File: config.mk
export PLATFORM = sky130hd
export DESIGN_NAME = coord_uart_tx
export DESIGN_NICKNAME = d
export VERILOG_FILES = /design/src/rtl/coord_uart_tx_pkg.sv /design/src/rtl/coord_uart_tx_ser.sv /design/src/rtl/coord_uart_tx.sv
export SDC_FILE = /design/constraint.sdc
export NUM_CORES = 1
export LEC_CHECK = 0
export ABC_AREA = 1
export ABC_CLOCK_PERIOD_IN_PS = 5100
export CAP_MARGIN = 20
export CORE_MARGIN = 2
export CORE_UTILIZATION = 30
export DETAILED_ROUTE_END_ITERATION = 8
export GPL_TIMING_DRIVEN = 0
export HOLD_SLACK_MARGIN = 0.05
export SLEW_MARGIN = 20
export SYNTH_ARGS = -nofsm -noshare
export SYNTH_HDL_FRONTEND = slang
export SYNTH_SLANG_ARGS = --single-unit
File: constraint.sdc
create_clock -name clk -period 5.1 [get_ports clk]
set_input_delay 1.02 -clock clk [delete_from_list [all_inputs] [get_ports clk]]
set_output_delay 1.02 -clock clk [all_outputs]
set_load 0.01 [all_outputs]
File: src/rtl/coord_uart_tx_pkg.sv
// Shared frame constants, one-hot sequencer encoding and BCD helpers
// for the coordinate UART transmitter.
package coord_uart_tx_pkg;

  localparam logic [7:0] SOF     = 8'h0B;
  localparam logic [7:0] SEP     = 8'h44;
  localparam logic [7:0] EOF     = 8'h0A;
  localparam logic [7:0] ASCII_0 = 8'h30;

  localparam logic [9:0] COORD_MAX   = 10'd999;
  localparam int         CONV_CYCLES = 10;
  localparam int         NUM_COORD   = 2;

  typedef enum logic [6:0] {
    ST_IDLE = 7'b0000001,
    ST_CONV = 7'b0000010,
    ST_HDR  = 7'b0000100,
    ST_XDIG = 7'b0001000,
    ST_SEP  = 7'b0010000,
    ST_YDIG = 7'b0100000,
    ST_LF   = 7'b1000000
  } state_t;

  typedef struct packed {
    logic [3:0] hun;
    logic [3:0] ten;
    logic [3:0] uni;
  } bcd3_t;

  function automatic logic [9:0] saturate(input logic [9:0] v);
    return (v > COORD_MAX) ? COORD_MAX : v;
  endfunction

  // One double-dabble iteration on {bcd[11:0], bin[9:0]}: add-3 then shift.
  function automatic logic [21:0] dd_step(input logic [21:0] s);
    logic [21:0] t;
    t = s;
    for (int i = 0; i < 3; i++) begin
      if (t[10+4*i +: 4] >= 4'd5)
        t[10+4*i +: 4] = t[10+4*i +: 4] + 4'd3;
    end
    return {t[20:0], 1'b0};
  endfunction

  // Index of the most significant digit to send (2 = hundreds, 0 = units).
  function automatic logic [1:0] lead_digit(input bcd3_t v);
    if (v.hun != 4'd0)      return 2'd2;
    else if (v.ten != 4'd0) return 2'd1;
    return 2'd0;
  endfunction

  function automatic logic [3:0] digit_at(input bcd3_t v, input logic [1:0] idx);
    case (idx)
      2'd2:    return v.hun;
      2'd1:    return v.ten;
      default: return v.uni;
    endcase
  endfunction

endpackage

File: src/rtl/coord_uart_tx_ser.sv
// 8N1 byte serialiser. A start arriving in the last cycle of a stop bit is
// taken back-to-back; any other start while busy is ignored.
module uart_byte_ser #(
  parameter int BAUD_CNT_MAX = 5208
) (
  input  logic       clk,
  input  logic       rst_n,
  input  logic [7:0] tx_byte,
  input  logic       start,
  output logic       tx,
  output logic       busy,
  output logic       done
);

  localparam int CNT_W = (BAUD_CNT_MAX > 1) ? $clog2(BAUD_CNT_MAX) : 1;

  logic [CNT_W-1:0] baud_cnt_reg;
  logic [3:0]       bit_cnt_reg;
  logic [9:0]       frame_reg;
  logic             busy_reg;
  logic             tx_reg;
  logic             bit_end;
  logic             load;

  assign bit_end = busy_reg && (baud_cnt_reg == CNT_W'(BAUD_CNT_MAX - 1));
  assign done    = bit_end && (bit_cnt_reg == 4'd9);
  assign load    = start && (!busy_reg || done);
  assign busy    = busy_reg;
  assign tx      = tx_reg;

  // tx is a registered copy of the current cell, so every bit keeps its width
  // and back-to-back bytes stay gapless on the line.
  always_ff @(posedge clk or negedge rst_n) begin
    if (!rst_n) begin
      baud_cnt_reg <= '0;
      bit_cnt_reg  <= '0;
      frame_reg    <= '1;
      busy_reg     <= 1'b0;
      tx_reg       <= 1'b1;
    end else begin
      tx_reg <= busy_reg ? frame_reg[0] : 1'b1;
      if (load) begin
        busy_reg     <= 1'b1;
        baud_cnt_reg <= '0;
        bit_cnt_reg  <= '0;
        frame_reg    <= {1'b1, tx_byte, 1'b0};
      end else if (done) begin
        busy_reg     <= 1'b0;
        baud_cnt_reg <= '0;
        bit_cnt_reg  <= '0;
      end else if (bit_end) begin
        baud_cnt_reg <= '0;
        bit_cnt_reg  <= bit_cnt_reg + 4'd1;
        frame_reg    <= {1'b1, frame_reg[9:1]};
      end else if (busy_reg) begin
        baud_cnt_reg <= baud_cnt_reg + CNT_W'(1);
      end
    end
  end

endmodule

File: src/rtl/coord_uart_tx.sv
// Coordinate pair -> "0B x 'D' y 0A" decimal ASCII frame over 8N1 UART.
// Define COORD_TX_FIXED3_EN to always send three zero-padded digits per value.
module coord_uart_tx
  import coord_uart_tx_pkg::*;
#(
  parameter int UART_BPS = 9600,
  parameter int CLK_FREQ = 50_000_000
) (
  input  logic       clk,
  input  logic       rst_n,
  input  logic [9:0] coor_x,
  input  logic [9:0] coor_y,
  input  logic       coor_valid,
  output logic       coor_ready,
  output logic       tx,
  output logic       busy,
  output logic       frame_done
);

  localparam int BAUD_CNT_MAX = CLK_FREQ / UART_BPS;

  state_t      state_reg, state_next;
  logic [1:0]  dig_reg, dig_next;
  logic [3:0]  conv_cnt_reg;
  logic        armed_reg;
  logic        last_bit_reg;
  logic        frame_done_reg;
  logic        accept;

  logic        ser_start;
  logic [7:0]  ser_byte;
  logic        ser_busy;
  logic        ser_done;

  logic [9:0]  coor_in   [NUM_COORD];
  bcd3_t       bcd_val   [NUM_COORD];
  logic [1:0]  first_dig [NUM_COORD];

  assign coor_in[0] = coor_x;
  assign coor_in[1] = coor_y;

  // last_bit_reg covers the final tx cell of the LF stop bit.
  assign coor_ready = (state_reg == ST_IDLE) && armed_reg && !last_bit_reg;
  assign busy       = (state_reg != ST_IDLE) || last_bit_reg;
  assign frame_done = frame_done_reg;
  assign accept     = coor_valid && coor_ready;

  for (genvar gi = 0; gi < NUM_COORD; gi++) begin : g_conv
    logic [9:0] bin_reg;
    bcd3_t      bcd_reg;

    always_ff @(posedge clk or negedge rst_n) begin
      if (!rst_n) begin
        bin_reg <= '0;
        bcd_reg <= '0;
      end else if (accept) begin
        bin_reg <= saturate(coor_in[gi]);
        bcd_reg <= '0;
      end else if (state_reg == ST_CONV) begin
        {bcd_reg, bin_reg} <= dd_step({bcd_reg, bin_reg});
      end
    end

    assign bcd_val[gi] = bcd_reg;
`ifdef COORD_TX_FIXED3_EN
    assign first_dig[gi] = 2'd2;
`else
    assign first_dig[gi] = lead_digit(bcd_reg);
`endif
  end

  always_ff @(posedge clk or negedge rst_n) begin
    if (!rst_n) begin
      state_reg <= ST_IDLE;
      dig_reg   <= 2'd0;
    end else begin
      state_reg <= state_next;
      dig_reg   <= dig_next;
    end
  end

  always_ff @(posedge clk or negedge rst_n) begin
    if (!rst_n) begin
      conv_cnt_reg   <= '0;
      armed_reg      <= 1'b0;
      last_bit_reg   <= 1'b0;
      frame_done_reg <= 1'b0;
    end else begin
      armed_reg      <= 1'b1;
      last_bit_reg   <= (state_reg == ST_LF) && ser_done;
      frame_done_reg <= last_bit_reg;
      if (state_reg == ST_CONV)
        conv_cnt_reg <= conv_cnt_reg + 4'd1;
      else
        conv_cnt_reg <= '0;
    end
  end

  always_comb begin
    state_next = state_reg;
    dig_next   = dig_reg;
    unique case (state_reg)
      ST_IDLE: if (accept) state_next = ST_CONV;
      ST_CONV: if (conv_cnt_reg == 4'(CONV_CYCLES - 1)) state_next = ST_HDR;
      ST_HDR: if (ser_done) begin
        state_next = ST_XDIG;
        dig_next   = first_dig[0];
      end
      ST_XDIG: if (ser_done) begin
        if (dig_reg == 2'd0) state_next = ST_SEP;
        else                 dig_next   = dig_reg - 2'd1;
      end
      ST_SEP: if (ser_done) begin
        state_next = ST_YDIG;
        dig_next   = first_dig[1];
      end
      ST_YDIG: if (ser_done) begin
        if (dig_reg == 2'd0) state_next = ST_LF;
        else                 dig_next   = dig_reg - 2'd1;
      end
      ST_LF: if (ser_done) state_next = ST_IDLE;
      default: state_next = ST_IDLE;
    endcase
  end

  // The next byte is chosen from the next state so it can be handed over in
  // the same cycle the current stop bit finishes.
  always_comb begin
    ser_byte = EOF;
    case (state_next)
      ST_HDR:  ser_byte = SOF;
      ST_XDIG: ser_byte = ASCII_0 + {4'd0, digit_at(bcd_val[0], dig_next)};
      ST_SEP:  ser_byte = SEP;
      ST_YDIG: ser_byte = ASCII_0 + {4'd0, digit_at(bcd_val[1], dig_next)};
      default: ser_byte = EOF;
    endcase
    ser_start = ((state_reg == ST_HDR) && !ser_busy)
             || (ser_done && (state_next != ST_IDLE));
  end

  uart_byte_ser #(
    .BAUD_CNT_MAX(BAUD_CNT_MAX)
  ) u_ser (
    .clk    (clk),
    .rst_n  (rst_n),
    .tx_byte(ser_byte),
    .start  (ser_start),
    .tx     (tx),
    .busy   (ser_busy),
    .done   (ser_done)
  );

endmodule

==> flow_summary_export.csv, run 1 <==
group,metric,value,unit
outcome,status,"finished clean",
power_and_ir_drop,p_leak,2.92,nW
floorplan,pin_count,27,
drt,vias,4304,
cts,cts_max_level,3,
final_layout,fillers,1793,
timing,fin_skew,0.00748,ns
power_and_ir_drop,combPwrFrac,29.0,%
cts,clk_latency,0.35,ns
timing,whs,0.458,ns
floorplan,core,16700,sq um
final_layout,drive_gt1_share,10.6,%
cts,cts_setup_buffers,0,
critical_path,cp-startpoint,"u_ser.bit_cnt_reg[1]",
cts,cts_buffers,9,
timing,grt_setup_unrepaired,"false",
place,place.port_buffers,26,
global_route,grt_pass1_wl,20.8,mm
critical_path,r2r_start,"u_ser.bit_cnt_reg[1]",
synth,ys_seq_area_share,42.9,%
global_route,grt_pass1_vias,4282,
cts,cts_tree,"yes",
synth,synthCells,656,
power_and_ir_drop,p_sw,0.809,mW
floorplan,die_area,18300,sq um
critical_path,cp_max_fo,10,
critical_path,required,5.38,ns
final_layout,fin_nets,737,
drt,drt_pass1_iterations,5,
synth,synth_cell_types,45,
critical_path,startpoint_type,"flip-flop",
timing,max_freq,302,MHz
cts,cts_hold_buf,0,
drt,final_antenna_net_count,0,
critical_path,crit_end,"u_ser.frame_reg[2]",
timing,tns,0,ns
synth,post_synth.cell_area_avg,7.87,sq um
final_layout,seqCellArea,2220,sq um
cts,cts.repair.resized,0,
power_and_ir_drop,ir_worst_vdd,0.184,mV
timing,setup_viol,0,
floorplan,start_util,30.9,%
drt,first_iter_violations,274,
critical_path,reg2reg_slack,1.79,ns
timing,slew-limit-headroom,58.7,%
timing,maxSlewViolCount,0,
synth,async_reset_ff_share,100,%
global_route,antenna_found_initial,0,
job,cap_viol_max_count,0,
drt,wl_per_cell,12.9,microns
critical_path,critPathKind,"reg2reg",
final_layout,final_cell_count_no_fill,919,
timing,worst_slew_pin_slew,0.619,ns
global_route,track_usage,14.1,%
power_and_ir_drop,switching_share,34.3,%
power_and_ir_drop,p_int,1.55,mW
synth,yosysWarnings,0,
cts,clockBufferDepth,2,
critical_path,r2r_end,"u_ser.frame_reg[2]",
final_layout,largest_register_ffs,24,
synth,synth_edf_count,0,
timing,fin_crit_sh,64.8,%
drt,via_per_inst,4.68,
place,dpl.hpwl,8.66,mm
floorplan,num_rows,47,
global_route,grt_max_degree,46,
power_and_ir_drop,clock_power_share,31.8,%
critical_path,rr_worst_depth,19,
critical_path,critPathCaptureType,"flip-flop",
floorplan,fp.dieH,135,microns
cts,cts-root-buf,"clkbuf_16",
drt,drc,0,
drt,drt-total-wl,11.8,mm
synth,syn_nets,699,
synth,synthFlopType,"dfrtp_1",
cts,cts_sinks,88,
final_layout,multi_input_area,2460,sq um
final_layout,antennaDiodeCount,0,
synth,syn-cell-area,5160,sq um
critical_path,arrival,3.58,ns
place,placed_cells_incl_taps,903,
global_route,grt_overflow,0,
place,gp_congestion,0.812,
floorplan,chipWidth,135,microns
worst_hold_path,hold_path.class,"reg2reg",
timing,finalWorstPathRequiredPeriod,3.31,ns
timing,finalHoldViolations,0,
power_and_ir_drop,power_frac_seq,39.1,%
power_and_ir_drop,power.density,389,nW/um^2
final_layout,area_growth,17.5,%
cts,clk_pin_slew,0.07,ns
synth,ys_seq_elements,88,
-- cells in the final DEF (no fill, tap or decap), types with 3 or more instances in the layout --
cell	n
a21oi_1	15
a22oi_1	13
a31oi_1	7
buf_2	5
clkbuf_1	7
clkbuf_16	9
clkdlybuf4s50_1	25
dfrtp_1	77
dfstp_2	11
ha_1	20
inv_1	102
inv_2	8
mux2i_1	3
nand2_1	130
nand2_2	5
nand2_4	3
nand3_1	34
nand4_1	6
nor2_1	69
nor2_2	9
nor2_4	3
nor3_1	10
o211ai_1	8
o21ai_0	47
o221ai_1	4
o22ai_1	15
or2_2	3
xnor2_1	3
xor2_1	16
-- critical path: stages (launching register included) --
cell      delay [ns]
dfrtp_1         0.40
inv_1           0.08
ha_1            0.13
and3_1          0.15
clkbuf_1        0.23
nand2_2         0.16
inv_1           0.18
nand2_1         0.09
inv_1           0.08
nor2_1          0.04
a31oi_1         0.25
inv_1           0.08
ha_1            0.29
inv_1           0.16
clkbuf_1        0.31
o21ai_0         0.20
nand2_1         0.11
nand3_1         0.08
o21bai_1        0.15
nand2_1         0.06
-- logic make-up after synthesis --
group	synth area share [%]
and+or+nand+nor	24.3
buffers and inverters	9.36
AOI/OAI and AO/OA	14.7
DFF	42.9
adders and majority gates	4.85
xor gates and xnor gates	3.23
muxes	0.582
other	0.0727
-- how the worst min path moves through the flow --
stage                                    end               start  cells past startpoint
after CTS                 u_ser.frame_reg[0]  u_ser.frame_reg[0]                      2
after global routing      u_ser.frame_reg[0]  u_ser.frame_reg[0]                      2
after global placement    u_ser.frame_reg[0]  u_ser.frame_reg[0]                      2
after detailed placement  u_ser.frame_reg[0]  u_ser.frame_reg[0]                      2
after floorplan                   frame_done        last_bit_reg                      0
final                     u_ser.frame_reg[0]  u_ser.frame_reg[0]                      2
-- cell type report --
cell class / instances / share of cell area, %
Clock buffer: 11 / 4.17
Buffer: 14 / 1.09
Inverter: 111 / 6.87
Clock inverter: 5 / 1.42
Timing Repair Buffer: 27 / 4.77
Sequential cell: 88 / 36.5
Tap cell: 220 / 4.54
Multi-Input combinational cell: 443 / 40.6
-- through the flow --
stage | area [sq um] | util, % | power (mW) | setup WS (ns)
after floorplan | 5160 | - | 1.41 | 2.36
after global placement | 5700 | 34.1 | 1.61 | -0.431
after detailed placement | 5720 | 34.3 | 1.62 | 1.81
after CTS | 6060 | 36.3 | 2.38 | 1.78
after global routing | 6060 | 36.3 | 2.53 | 1.37
final | 6060 | 36.3 | 2.36 | 1.79
-- power by group through the flow --
stage,clock network (mW),logic (mW),registers (mW)
5_1_grt,0.802,0.787,0.939
3_3_place_gp,0,0.678,0.931
3_5_place_dp,0,0.689,0.931
6_report,0.751,0.684,0.923
2_1_floorplan,0,0.493,0.913
4_1_cts,0.769,0.691,0.922
-- routing by layer --
layer	part of all wire (%)	up-vias	global-route usage, %
met1	51	1993	19.2
met2	44	87	22.3
met5	0	-	0
met3	3.5	18	2.99
met4	1.8	0	4.75
li1	-	2206	-
-- Yosys cell counts (8+ instances only) --
cell type | number | share of area, %
o211ai_1 | 8 | 1.2
xor2_1 | 16 | 2.7
a21oi_1 | 15 | 1.5
dfstp_2 | 11 | 5.6
nor2_1 | 69 | 5.0
dfrtp_1 | 77 | 37
o22ai_1 | 15 | 1.8
nor2_2 | 9 | 1.1
inv_2 | 8 | 0.58
inv_1 | 102 | 7.4
nand2_1 | 130 | 9.5
o21ai_0 | 47 | 4.6
nor3_1 | 10 | 0.97
ha_1 | 20 | 4.8
a22oi_1 | 13 | 1.9
nand3_1 | 34 | 3.3
No activity file was read; power rests on OpenSTA's default activity.
==> run 2: changes to the inputs <==
--- a/config.mk
+++ b/config.mk
@@ -6,7 +6,7 @@
 export NUM_CORES = 1
 export LEC_CHECK = 0
 export ABC_AREA = 1
-export ABC_CLOCK_PERIOD_IN_PS = 5100
+export ABC_CLOCK_PERIOD_IN_PS = 3400
 export CAP_MARGIN = 20
 export CORE_MARGIN = 2
 export CORE_UTILIZATION = 30
==> constraint.sdc (replaced) <==
create_clock -name clk -period 3.4 [get_ports clk]
set_input_delay 0.68 -clock clk [delete_from_list [all_inputs] [get_ports clk]]
set_output_delay 0.68 -clock clk [all_outputs]
set_load 0.01 [all_outputs]
==> run 2 against run 1 <==
  * Hold slack worse by 0.20 ns
  * Non-clock buffer count is 1 lower
  * Cell area hardly changed
  * Clock skew hardly changed
  * Flip-flop and latch count stayed put
  * Largest cell class unchanged
  * Highest routed layer unchanged
==> flow_summary_export.csv, run 2 (synthesis results as in run 1) <==
group,metric,value,unit
timing,fin_crit_sh,88.7,%
final_layout,fin_area,6070,sq um
drt,vias,4267,
final_layout,fin_util,36.3,%
drt,drt-total-wl,11.8,mm
critical_path,reg2reg_slack,0.38,ns
final_layout,drive_gt1_share,11.0,%
final_layout,largest_register_ffs,24,
outcome,status,"finished clean",
drt,wl_per_cell,12.8,microns
timing,max_freq,331,MHz
critical_path,startpoint_type,"flip-flop",
cts,cts_setup_buffers,0,
drt,final_antenna_net_count,0,
drt,first_iter_violations,288,
critical_path,critPathCaptureType,"flip-flop",
critical_path,critical_path.cell_chain,"ha_1 -> nand2_1 -> inv_1 -> nand2_1 -> nor2_2 -> nand2_2 -> inv_2 -> nand2_1 -> o21ai_0 -> inv_1 -> nor2_1 -> inv_1 -> ha_1 -> inv_1 -> buf_2 -> o21ai_0 -> nand2_1 -> nand3_1 -> o21bai_1 -> nand2_1",
final_layout,mostFrequentLayoutCells,"nand2_1, inv_1, dfrtp_1",
critical_path,r2r_end,"u_ser.frame_reg[2]",
critical_path,r2r_start,"u_ser.baud_cnt_reg[0]",
floorplan,die_area,18300,sq um
final_layout,area_growth,17.6,%
floorplan,fp.dieH,135,microns
critical_path,cp_max_fo,10,
critical_path,crit_buf_inv,6,
global_route,grt_pass1_wl,20.8,mm
place,dpl_worst_slack,0.108,ns
cts,cts_tree,"yes",
timing,fin_skew,0.00743,ns
critical_path,critPathKind,"reg2reg",
critical_path,cpPeakStageDelay,0.39,ns
timing,slew-limit-headroom,59.8,%
cts,clk_latency,0.35,ns
cts,cts_hold_buf,0,
drt,drt_pass1_iterations,4,
timing,finalWorstPathRequiredPeriod,3.02,ns
place,gp_congestion,0.812,
floorplan,core,16700,sq um
critical_path,crit_family,"simple AND/OR/NAND/NOR gates",
worst_hold_path,hold_path.class,"in2async",
power_and_ir_drop,switching_share,34.3,%
critical_path,critical_path.most_common_cell,"nand2_1",
power_and_ir_drop,power_frac_seq,39.2,%
place,place.port_buffers,26,
cts,cts_sinks,88,
critical_path,cp_slowest_cell,"dfrtp_1",
drt,via_per_inst,4.65,
power_and_ir_drop,power.density,583,nW/um^2
global_route,track_usage,14.1,%
power_and_ir_drop,ir_worst_vdd,0.275,mV
drt,drc,0,
power_and_ir_drop,p_int,2.32,mW
global_route,antenna_found_initial,0,
power_and_ir_drop,clock_power_share,31.8,%
global_route,grt_pass1_vias,4282,
critical_path,rr_worst_depth,20,
critical_path,arrival,3.29,ns
cts,cts-root-buf,"clkbuf_16",
place,dpl.hpwl,8.66,mm
final_layout,fin_nets,736,
timing,layout_setup_ws,0.383,ns
timing,finalHoldViolations,0,
cts,clk_pin_slew,0.07,ns
power_and_ir_drop,p_sw,1.21,mW
timing,worst_slew_pin_slew,0.603,ns
timing,maxSlewViolCount,0,
floorplan,chipWidth,135,microns
cts,clockBufferDepth,2,
timing,whs,0.255,ns
job,cap_viol_max_count,0,
cts,cts_buffers,9,
floorplan,pin_count,27,
global_route,grt_max_degree,46,
place,postPlaceCellArea,5720,sq um
floorplan,num_rows,47,
timing,grt_setup_unrepaired,"false",
timing,setup_viol,0,
floorplan,start_util,30.9,%
global_route,grt_overflow,0,
power_and_ir_drop,p_leak,2.92,nW
cts,cts_max_level,3,
final_layout,final_common_cell,"nand2_1",
power_and_ir_drop,combPwrFrac,29.0,%
critical_path,required,3.68,ns
final_layout,antennaDiodeCount,0,
## run 2: cell types whose count changed in the layout (fill, tap and decap cells not counted), sizes merged
cell    change
clkbuf      -2
buf         +1
## run 2: worst reg2reg max path, stage by stage (launching register included)
cell and delay (ns):
dfrtp_1 0.39, ha_1 0.18, nand2_1 0.11, inv_1 0.07
nand2_1 0.06, nor2_2 0.16, nand2_2 0.14, inv_2 0.13
nand2_1 0.08, o21ai_0 0.15, inv_1 0.06, nor2_1 0.15
inv_1 0.08, ha_1 0.26, inv_1 0.15, buf_2 0.22
o21ai_0 0.16, nand2_1 0.11, nand3_1 0.08, o21bai_1 0.15
nand2_1 0.06
## run 2: power by group through the flow
stage	registers (mW)	clock network [mW]	logic (mW)
2_1_floorplan	1.37	0	0.740
3_3_place_gp	1.40	0	1.02
3_5_place_dp	1.40	0	1.03
4_1_cts	1.38	1.15	1.04
5_1_grt	1.41	1.20	1.18
6_report	1.38	1.13	1.03
## run 2: worst max-delay path by stage
stage	startpoint	cells after the start	end	slack (ns)
2_1_floorplan	u_ser.bit_cnt_reg[1]	19	u_ser.frame_reg[2]	0.66
3_3_place_gp	rst_n	1	g_conv[1].bin_reg[0]	-1.79
3_5_place_dp	u_ser.bit_cnt_reg[1]	19	u_ser.frame_reg[2]	0.11
4_1_cts	u_ser.bit_cnt_reg[1]	19	u_ser.frame_reg[2]	0.08
5_1_grt	u_ser.baud_cnt_reg[0]	20	u_ser.frame_reg[2]	0.04
6_report	u_ser.baud_cnt_reg[0]	20	u_ser.frame_reg[2]	0.38
## run 2: layout make-up
type	count	area, sq um
timing repair buffer	27	289
inverter	111	417
tap	220	275
clock buffer	11	253
buffer	13	63.8
sequential	88	2220
fill	1797	10600
clock inverter	5	86.3
multi-input combinational	443	2470
## run 2: repair_timing
| item | 4_1_cts | 5_1_grt |
|---|---|---|
| setup endpoints to repair | 0 | 3 |
| hold endpoints to repair | 0 | 0 |
| gates resized for setup | 0 | 5 |
## run 2: per-stage QoR
step,total power [mW],TNS [ns],std cells
6_report,3.53,0,918
5_1_grt,3.79,0,918
4_1_cts,3.57,0,919
3_5_place_dp,2.43,0,903
3_3_place_gp,2.41,-144.56,902
2_1_floorplan,2.11,0,656
## run 2: metal layers
layer	part of all wire, %	vias up	GRT usage (%)
met5	0	-	0
met4	1.3	0	4.75
met3	3.5	12	2.99
met2	45	71	22.3
met1	51	1981	19.2
li1	-	2203	-
==> run 3: changes to the inputs <==
--- a/config.mk
+++ b/config.mk
@@ -6,9 +6,8 @@
 export NUM_CORES = 1
 export LEC_CHECK = 0
 export ABC_AREA = 1
-export ABC_CLOCK_PERIOD_IN_PS = 3400
+export ABC_CLOCK_PERIOD_IN_PS = 2600
 export CAP_MARGIN = 20
-export CORE_MARGIN = 2
 export CORE_UTILIZATION = 30
 export DETAILED_ROUTE_END_ITERATION = 8
 export GPL_TIMING_DRIVEN = 0
==> constraint.sdc (replaced) <==
create_clock -name clk -period 2.6 [get_ports clk]
set_input_delay 0.52 -clock clk [delete_from_list [all_inputs] [get_ports clk]]
set_output_delay 0.52 -clock clk [all_outputs]
set_load 0.01 [all_outputs]
==> run 3 against run 2 <==
  * The run now ends with setup timing left
  * Largest cell class unchanged
  * Cell area is 5.4% higher
  * Total power is 26% higher
  * Non-clock buffer count is 23 higher
  * First-iteration DRC count is 14% higher
  * Clock skew is 0.00096 ns lower
  * Combinational power is 34% higher
  * Critical path type unchanged
  * Global-route usage is 0.69 points higher
  * Highest routed layer unchanged
==> flow_summary_export.csv, run 3 (synthesis results as in run 1) <==
group,metric,value,unit
floorplan,num_rows,47,
place,placed_cells_incl_taps,903,
drt,vias,4458,
power_and_ir_drop,combPwrFrac,31.0,%
place,postPlaceCellArea,5730,sq um
timing,grt_setup_unrepaired,"true",
global_route,antenna_found_initial,0,
outcome,status,"finished, violations left",
critical_path,critPathKind,"reg2reg",
final_layout,largest_register_ffs,24,
power_and_ir_drop,p_sw,1.62,mW
timing,whs,0.0536,ns
timing,maxSlewViolCount,0,
power_and_ir_drop,power_frac_seq,40.8,%
final_layout,area_growth,23.9,%
timing,finalHoldViolations,0,
timing,fin_crit_sh,103,%
drt,drt_pass1_iterations,4,
final_layout,fin_area,6390,sq um
critical_path,required,2.89,ns
cts,cts_tree,"yes",
final_layout,mostFrequentLayoutCells,"nand2_1, inv_1, dfrtp_1",
timing,fin_skew,0.00647,ns
timing,worst_slew_pin_slew,0.614,ns
cts,cts-root-buf,"clkbuf_16",
floorplan,pin_count,27,
floorplan,die_area,17700,sq um
power_and_ir_drop,switching_share,36.4,%
cts,clk_pin_slew,0.07,ns
final_layout,final_cell_count_no_fill,941,
critical_path,cp_max_fo,6,
timing,slew-limit-headroom,59.1,%
cts,cts_max_level,3,
drt,wl_per_cell,13.2,microns
drt,final_antenna_net_count,0,
global_route,grt_pass1_wl,21.2,mm
outcome,violations,"setup timing",
floorplan,core,16700,sq um
place,gp_congestion,0.826,
drt,drt-total-wl,12.5,mm
cts,clk_latency,0.35,ns
critical_path,r2r_start,"u_ser.baud_cnt_reg[7]",
final_layout,drive_gt1_share,19.1,%
cts,cts_sinks,88,
global_route,grt_pass1_vias,4487,
floorplan,fp.dieH,133,microns
power_and_ir_drop,clock_power_share,28.2,%
global_route,grt_overflow,0,
critical_path,cp-startpoint,"u_ser.baud_cnt_reg[7]",
final_layout,antennaDiodeCount,0,
floorplan,start_util,30.9,%
drt,first_iter_violations,327,
power_and_ir_drop,p_leak,3.07,nW
power_and_ir_drop,power.density,696,nW/um^2
drt,via_per_inst,4.74,
power_and_ir_drop,ir_worst_vdd,0.339,mV
job,cap_viol_max_count,0,
drt,drc,0,
final_layout,fin_util,38.3,%
global_route,grt_max_degree,57,
place,place.port_buffers,26,
timing,max_freq,373,MHz
critical_path,rr_worst_depth,22,
global_route,track_usage,14.8,%
timing,layout_setup_ws,-0.0813,ns
cts,cts_buffers,9,
critical_path,critPathCaptureType,"flip-flop",
place,dpl.hpwl,8.58,mm
final_layout,fin_nets,759,
floorplan,chipWidth,133,microns
critical_path,arrival,2.97,ns
timing,setup_viol,4,
cts,clockBufferDepth,2,
power_and_ir_drop,p_int,2.83,mW
critical_path,startpoint_type,"flip-flop",
timing,finalWorstPathRequiredPeriod,2.68,ns
power_and_ir_drop,power,4.45,mW
worst_hold_path,hold_path.class,"in2async",
final_layout,final_common_cell,"nand2_1",
-- run 3: repair_timing --
action / CTS / global route
resized for setup: 30 / 41
gates cloned: 1 / 0
hold buffers: 0 / 0
hold endpoints to repair: 0 / 0
endpoints found under the setup margin: 4 / 6
pin swaps: 7 / 11
buffers inserted: 18 / 4
-- run 3: per-stage QoR --
stage               setup TNS [ns]  setup slack, ns
global route                 -1.20           -0.308
finish                      -0.259          -0.0813
detailed placement           -1.87           -0.524
floorplan                        0           0.0252
global placement           -201.91            -2.42
CTS                        -0.0849          -0.0440
-- run 3: path summary, 6_finish.rpt --
path	end	slack, ns
min	frame_done	0.05
min reg2reg	u_ser.frame_reg[0]	0.47
min in group clk	u_ser.frame_reg[0]	0.47
max	u_ser.frame_reg[3]	-0.08
max reg2reg	u_ser.frame_reg[3]	-0.08
max in group asynchronous	u_ser.frame_reg[3]	1.91
-- run 3: worst max-delay path, stage by stage (launching register included) --
cell,delay (ns)
dfrtp_2,0.43
inv_2,0.06
nand2_2,0.05
nor3_2,0.21
nand2_1,0.10
nor2_2,0.15
nand2_2,0.12
inv_2,0.10
nand2_4,0.06
inv_4,0.07
nor2_2,0.04
a31oi_4,0.19
inv_2,0.06
ha_4,0.27
inv_4,0.05
buf_4,0.12
a31oi_1,0.14
nand2_1,0.07
nand3_1,0.09
nand2_1,0.05
nand2_1,0.06
nand2_1,0.04
nand2_1,0.08
-- run 3: layout make-up --
type / count / area, sq um
sequential: 88 / 2220
fill: 1740 / 10300
timing repair buffer: 50 / 507
clock inverter: 5 / 41.3
buffer: 13 / 72.6
tap: 220 / 275
multi-input combinational: 443 / 2620
clock buffer: 11 / 243
inverter: 111 / 422
-- run 3: metal layers --
| layer | global-route usage, % | vias to the layer above | share of wire, % | wire length (microns) |
|---|---|---|---|---|
| li1 | - | 2245 | - | - |
| met1 | 19.6 | 2119 | 47 | 5840 |
| met2 | 24.6 | 84 | 47 | 5910 |
| met3 | 2.97 | 10 | 4.5 | 564 |
| met4 | 4.04 | 0 | 1.1 | 135 |
| met5 | 0 | - | 0 | 0 |
-- run 3: power by group through the flow --
stage	sequential [mW]	clock [mW]	combinational, mW
floorplan	1.79	0	0.968
global placement	1.83	0	1.32
detailed placement	1.83	0	1.35
CTS	1.81	1.29	1.37
global route	1.85	1.33	1.59
finish	1.81	1.25	1.38
